### config.mk
export PLATFORM = sky130hd
export DESIGN_NAME = card_rng
export DESIGN_NICKNAME = d
export VERILOG_FILES = /design/src/rtl/card_rng_pkg.sv /design/src/rtl/card_rng_core.sv /design/src/rtl/card_rng.sv
export SDC_FILE = /design/constraint.sdc
export NUM_CORES = 1
export LEC_CHECK = 0
export ABC_AREA = 1
export CAP_MARGIN = 0
export CORE_MARGIN = 3
export CORE_UTILIZATION = 46
export CTS_CLUSTER_SIZE = 20
export DETAILED_ROUTE_END_ITERATION = 10
export GPL_ROUTABILITY_DRIVEN = 0
export PLACE_DENSITY = 0.82
export SKIP_LAST_GASP = 1
export SYNTH_ARGS = -nofsm -noshare
export SYNTH_HDL_FRONTEND = slang
export SYNTH_SLANG_ARGS = --single-unit
### constraint.sdc
create_clock -name clk -period 2.2 [get_ports clk]
set_clock_uncertainty 0.15 [all_clocks]
set_input_delay 0.33 -clock clk [delete_from_list [all_inputs] [get_ports clk]]
set_output_delay 0.33 -clock clk [all_outputs]
set_load 0.02 [all_outputs]
### src/rtl/card_rng_pkg.sv
// rtl/card_rng_pkg.sv - shared types, mode constants and LFSR tap table for card_rng
package card_rng_pkg;

    typedef enum logic [1:0] {
        IDLE   = 2'd0,
        SAMPLE = 2'd1,
        HOLD   = 2'd2
    } draw_state_t;

    localparam int MODE_COUNTER = 0;
    localparam int MODE_LFSR    = 1;

    // Right-shift Galois masks: term x^k of the primitive polynomial sets bit k-1.
    function automatic logic [15:0] tap_mask(input int width);
        case (width)
            3:       return 16'h0006;
            4:       return 16'h000C;
            5:       return 16'h0014;
            6:       return 16'h0030;
            7:       return 16'h0060;
            8:       return 16'h00B8;
            9:       return 16'h0110;
            10:      return 16'h0240;
            11:      return 16'h0500;
            12:      return 16'h0E08;
            13:      return 16'h1C80;
            14:      return 16'h3802;
            15:      return 16'h6000;
            16:      return 16'hD008;
            default: return 16'h0000;
        endcase
    endfunction

endpackage

### src/rtl/card_rng_core.sv
// rtl/card_rng_core.sv - free-running generator register (rng_core): counter or Galois LFSR
module rng_core
    import card_rng_pkg::*;
#(
    parameter int WIDTH = 6,
    parameter int MODE  = MODE_LFSR,
    parameter int SEED  = 1
) (
    input  logic             clk,
    input  logic             reset,
    input  logic             seed_load,
    input  logic [WIDTH-1:0] seed_in,
    output logic [WIDTH-1:0] raw
);

    localparam logic [WIDTH-1:0] SEED_W = WIDTH'(SEED);
    localparam logic [WIDTH-1:0] TAPS   = WIDTH'(tap_mask(WIDTH));

    logic [WIDTH-1:0] state;
    logic [WIDTH-1:0] advance;
    logic [WIDTH-1:0] load_val;

    always_comb begin
        if (MODE == MODE_LFSR) begin
            advance = (state >> 1) ^ (state[0] ? TAPS : '0);
        end else begin
            advance = state + WIDTH'(1);
        end
        // An all-zero LFSR would lock up, so a zero seed falls back to SEED.
        load_val = seed_in;
        if (MODE == MODE_LFSR && seed_in == '0) begin
            load_val = SEED_W;
        end
    end

    always_ff @(posedge clk) begin
        if (reset) begin
            state <= SEED_W;
        end else if (seed_load) begin
            state <= load_val;
        end else begin
            state <= advance;
        end
    end

    assign raw = state;

endmodule

### src/rtl/card_rng.sv
// rtl/card_rng.sv - draw FSM issuing cards 1..LIMIT by rejection sampling the generator
module card_rng
    import card_rng_pkg::*;
#(
    parameter int WIDTH = 6,
    parameter int MODE  = MODE_LFSR,
    parameter int LIMIT = 52,
    parameter int SEED  = 1
) (
    input  logic             clk,
    input  logic             reset,
    input  logic             seed_load,
    input  logic [WIDTH-1:0] seed_in,
    input  logic             req_valid,
    output logic             req_ready,
    output logic             card_valid,
    output logic [WIDTH-1:0] card,
    input  logic             card_ready,
    output logic [WIDTH-1:0] raw
);

    localparam logic [WIDTH-1:0] LIMIT_W = WIDTH'(LIMIT);

    draw_state_t      state;
    draw_state_t      next_state;
    logic [WIDTH-1:0] card_next;

    rng_core #(
        .WIDTH (WIDTH),
        .MODE  (MODE),
        .SEED  (SEED)
    ) u_core (
        .clk       (clk),
        .reset     (reset),
        .seed_load (seed_load),
        .seed_in   (seed_in),
        .raw       (raw)
    );

    always_ff @(posedge clk) begin
        if (reset) begin
            state <= IDLE;
            card  <= '0;
        end else begin
            state <= next_state;
            card  <= card_next;
        end
    end

    always_comb begin
        next_state = state;
        card_next  = card;
        req_ready  = 1'b0;
        card_valid = 1'b0;
        case (state)
            IDLE: begin
                req_ready = 1'b1;
                if (req_valid) next_state = SAMPLE;
            end
            SAMPLE: begin
                // Out-of-range values are rejected; the generator moves on every cycle.
                if (raw != '0 && raw <= LIMIT_W) begin
                    card_next  = raw;
                    next_state = HOLD;
                end
            end
            HOLD: begin
                card_valid = 1'b1;
                if (card_ready) next_state = IDLE;
            end
            default: next_state = IDLE;
        endcase
    end

endmodule

==> impl_metrics.yaml <==
run_status:
  status: "finished clean"
synthesis:
  ys_async_sr_fraction_pct: 0
  syn_inst: 101
  ys_warn_count: 0
  synth_nets: 112
  synth-edff-count: 0
  synth.most_common_cell: "inv_1"
  yosysUniqueCellTypes: 19
  ys_seq_area_share_pct: 39.9
  synthTopCellsByArea: "dfxtp_1 40%, inv_1 14%, nand2_1 8.5%, nor2_1 6.9%, nand4_1 6.2%"
  avgSynthCellArea_sq_um: 6.96
  synth-main-ff-cell: "dfxtp_1"
  ys_top_cells_by_count: "26 x inv_1, 16 x nand2_1, 14 x dfxtp_1"
  ys_seq_elements: 14
  yosysTopAreaCell: "dfxtp_1"
  synth_top_cell_area_share_pct: 39.9
  synth_area_sq_um: 703
setup_path:
  cp.required_ns: 1.72
  path_max_fanout: 5
  critPathKind: "flop to primary output"
  worstSetupStartpointType: "flop"
  endpoint_kind: "primary output"
  crit_arrival_ns: 1.52
sta:
  min_period_ns: 2.00
  finalSetupViolations: 0
  max_freq_mhz: 501
  finalSetupTns_ns: 0
  rsz0062_at_grt: "false"
  worstMarginPinSlew_ns: 0.245
  relSlewSlack_pct: 83.5
  finalHoldViolations: 0
  drv_slew: 0
  post-route-period-util_pct: 90.8
pwr:
  ir_drop_uv: 429
  p_leak_uw: 0.000466
  p_per_area_nw_per_um2: 718
layout:
  fillers: 125
  num_antenna_cells: 0
  finalInstanceArea_sq_um: 998
  area_delta_synth_final_pct: 42.0
  fin_util_pct: 73.1
  drive_gt1_share_pct: 10.9
  layout.nets: 141
global_route:
  track_usage_pct: 17.4
  antenna_found_initial: 0
  grt_max_degree: 11
  grt_pass1_wl_mm: 2.54
  grt_pass1_vias: 649
  overflow: 0
clock_network:
  h-tree-depth: 1
  ctsHoldBuffers: 0
  root_buffer: "clkbuf_4"
  post_cts_resized: 0
  path_clk_slew_ns: 0.08
  cts_sinks: 14
  cts_tree: "done"
  post-cts-setup-buffers: 0
  clockBufferDepth: 2
  clk_latency_ns: 0.28
  cts_made_buffers: 3
detailed_routing:
  ant_nets: 0
  drt_iter0_drc: 10
  routed_wl_mm: 1.58
  vias_per_cell: 4.76
  drt_first_pass_iters: 5
  num_vias: 686
  drcViolationCount: 0
  wl_per_cell_um: 10.9
place:
  io_buffer_count: 24
  dpl.hpwl_mm: 1.26
  placed_area_sq_um: 962
flow_run:
  cap_violations: 0
min_path:
  min_path_type: "flop to flop"
floorplan:
  start_util_pct: 51.5
  core_sq_um: 1370
  die_h_um: 45.1
  fp-row-count: 13
  ioPinCount: 25
  dieArea_sq_um: 2030
  die_w_um: 45.1
==> cells by family after synthesis <==
family	share of synthesized area, %
xor gates and xnor gates	1.25
DFF	39.9
and+or+nand+nor	35.4
AOI/OAI and AO/OA	8.01
buffers and inverters	15.5
==> critical path, cell delays in order (launching register included) <==
cell and delay [ns]:
dfxtp_1 0.44, inv_1 0.06, nor2_1 0.12, clkdlybuf4s50_1 0.62
==> sequential cells by signal (all words and copies together), names as in the netlist <==
signal and cells:
card 6, state 2, u_core.raw 6
==> stage by stage <==
step	power, uW	setup slack, ns	cells	hold WS, ns
6_report	717	0.202	144	0.359
3_3_place_gp	530	0.541	140	0.344
5_1_grt	757	0.122	144	0.394
3_5_place_dp	539	0.509	140	0.346
4_1_cts	721	0.196	144	0.362
2_1_floorplan	440	0.937	101	0.249
==> final timing paths <==
check,from,to,slack [ns],depth (start not counted)
setup reg to reg,u_core.raw[2],card[0],0.88,8
hold reg to reg,card[3],card[3],0.36,4
hold / removal,card[3],card[3],0.36,4
setup / recovery,state[1],card_valid,0.20,3
==> routing by layer <==
metal	global-route usage, %	up-vias	routed length, um
met4	7.02	0	14
met5	0	-	0
met3	5.18	2	102
met1	18.0	298	682
met2	31.9	20	776
li1	-	366	-
==> placed cells by master (no fill, tap or decap), drive strengths merged <==
| master | synthesis | final |
|---|---|---|
| a21oi | 4 | 4 |
| o2111ai | 1 | 1 |
| inv | 28 | 28 |
| nand2 | 17 | 17 |
| clkinv | 1 | 1 |
| xor2 | 1 | 1 |
| clkdlybuf4s50 | 0 | 24 |
| a211oi | 1 | 1 |
| nand4 | 7 | 7 |
| nor3 | 2 | 2 |
| dfxtp | 14 | 14 |
| nand3 | 4 | 4 |
| o21ai | 4 | 4 |
| nor2 | 17 | 17 |
| clkbuf | 0 | 4 |
==> power breakdown <==
group	switching (uW)	internal, uW
Clock	84.2	101
Sequential	25.4	282
Combinational	121	104
==> cell type report <==
type | count | area [sq um] | area share [%]
clock buffers | 4 | 36.3 | 3.63
inverters | 29 | 109 | 10.9
flip-flops and latches | 14 | 280 | 28.1
well taps | 15 | 18.8 | 1.88
multi-input cells | 58 | 314 | 31.5
repair buffers | 24 | 240 | 24.1
Note: power is estimated with default switching activity, not from simulation.
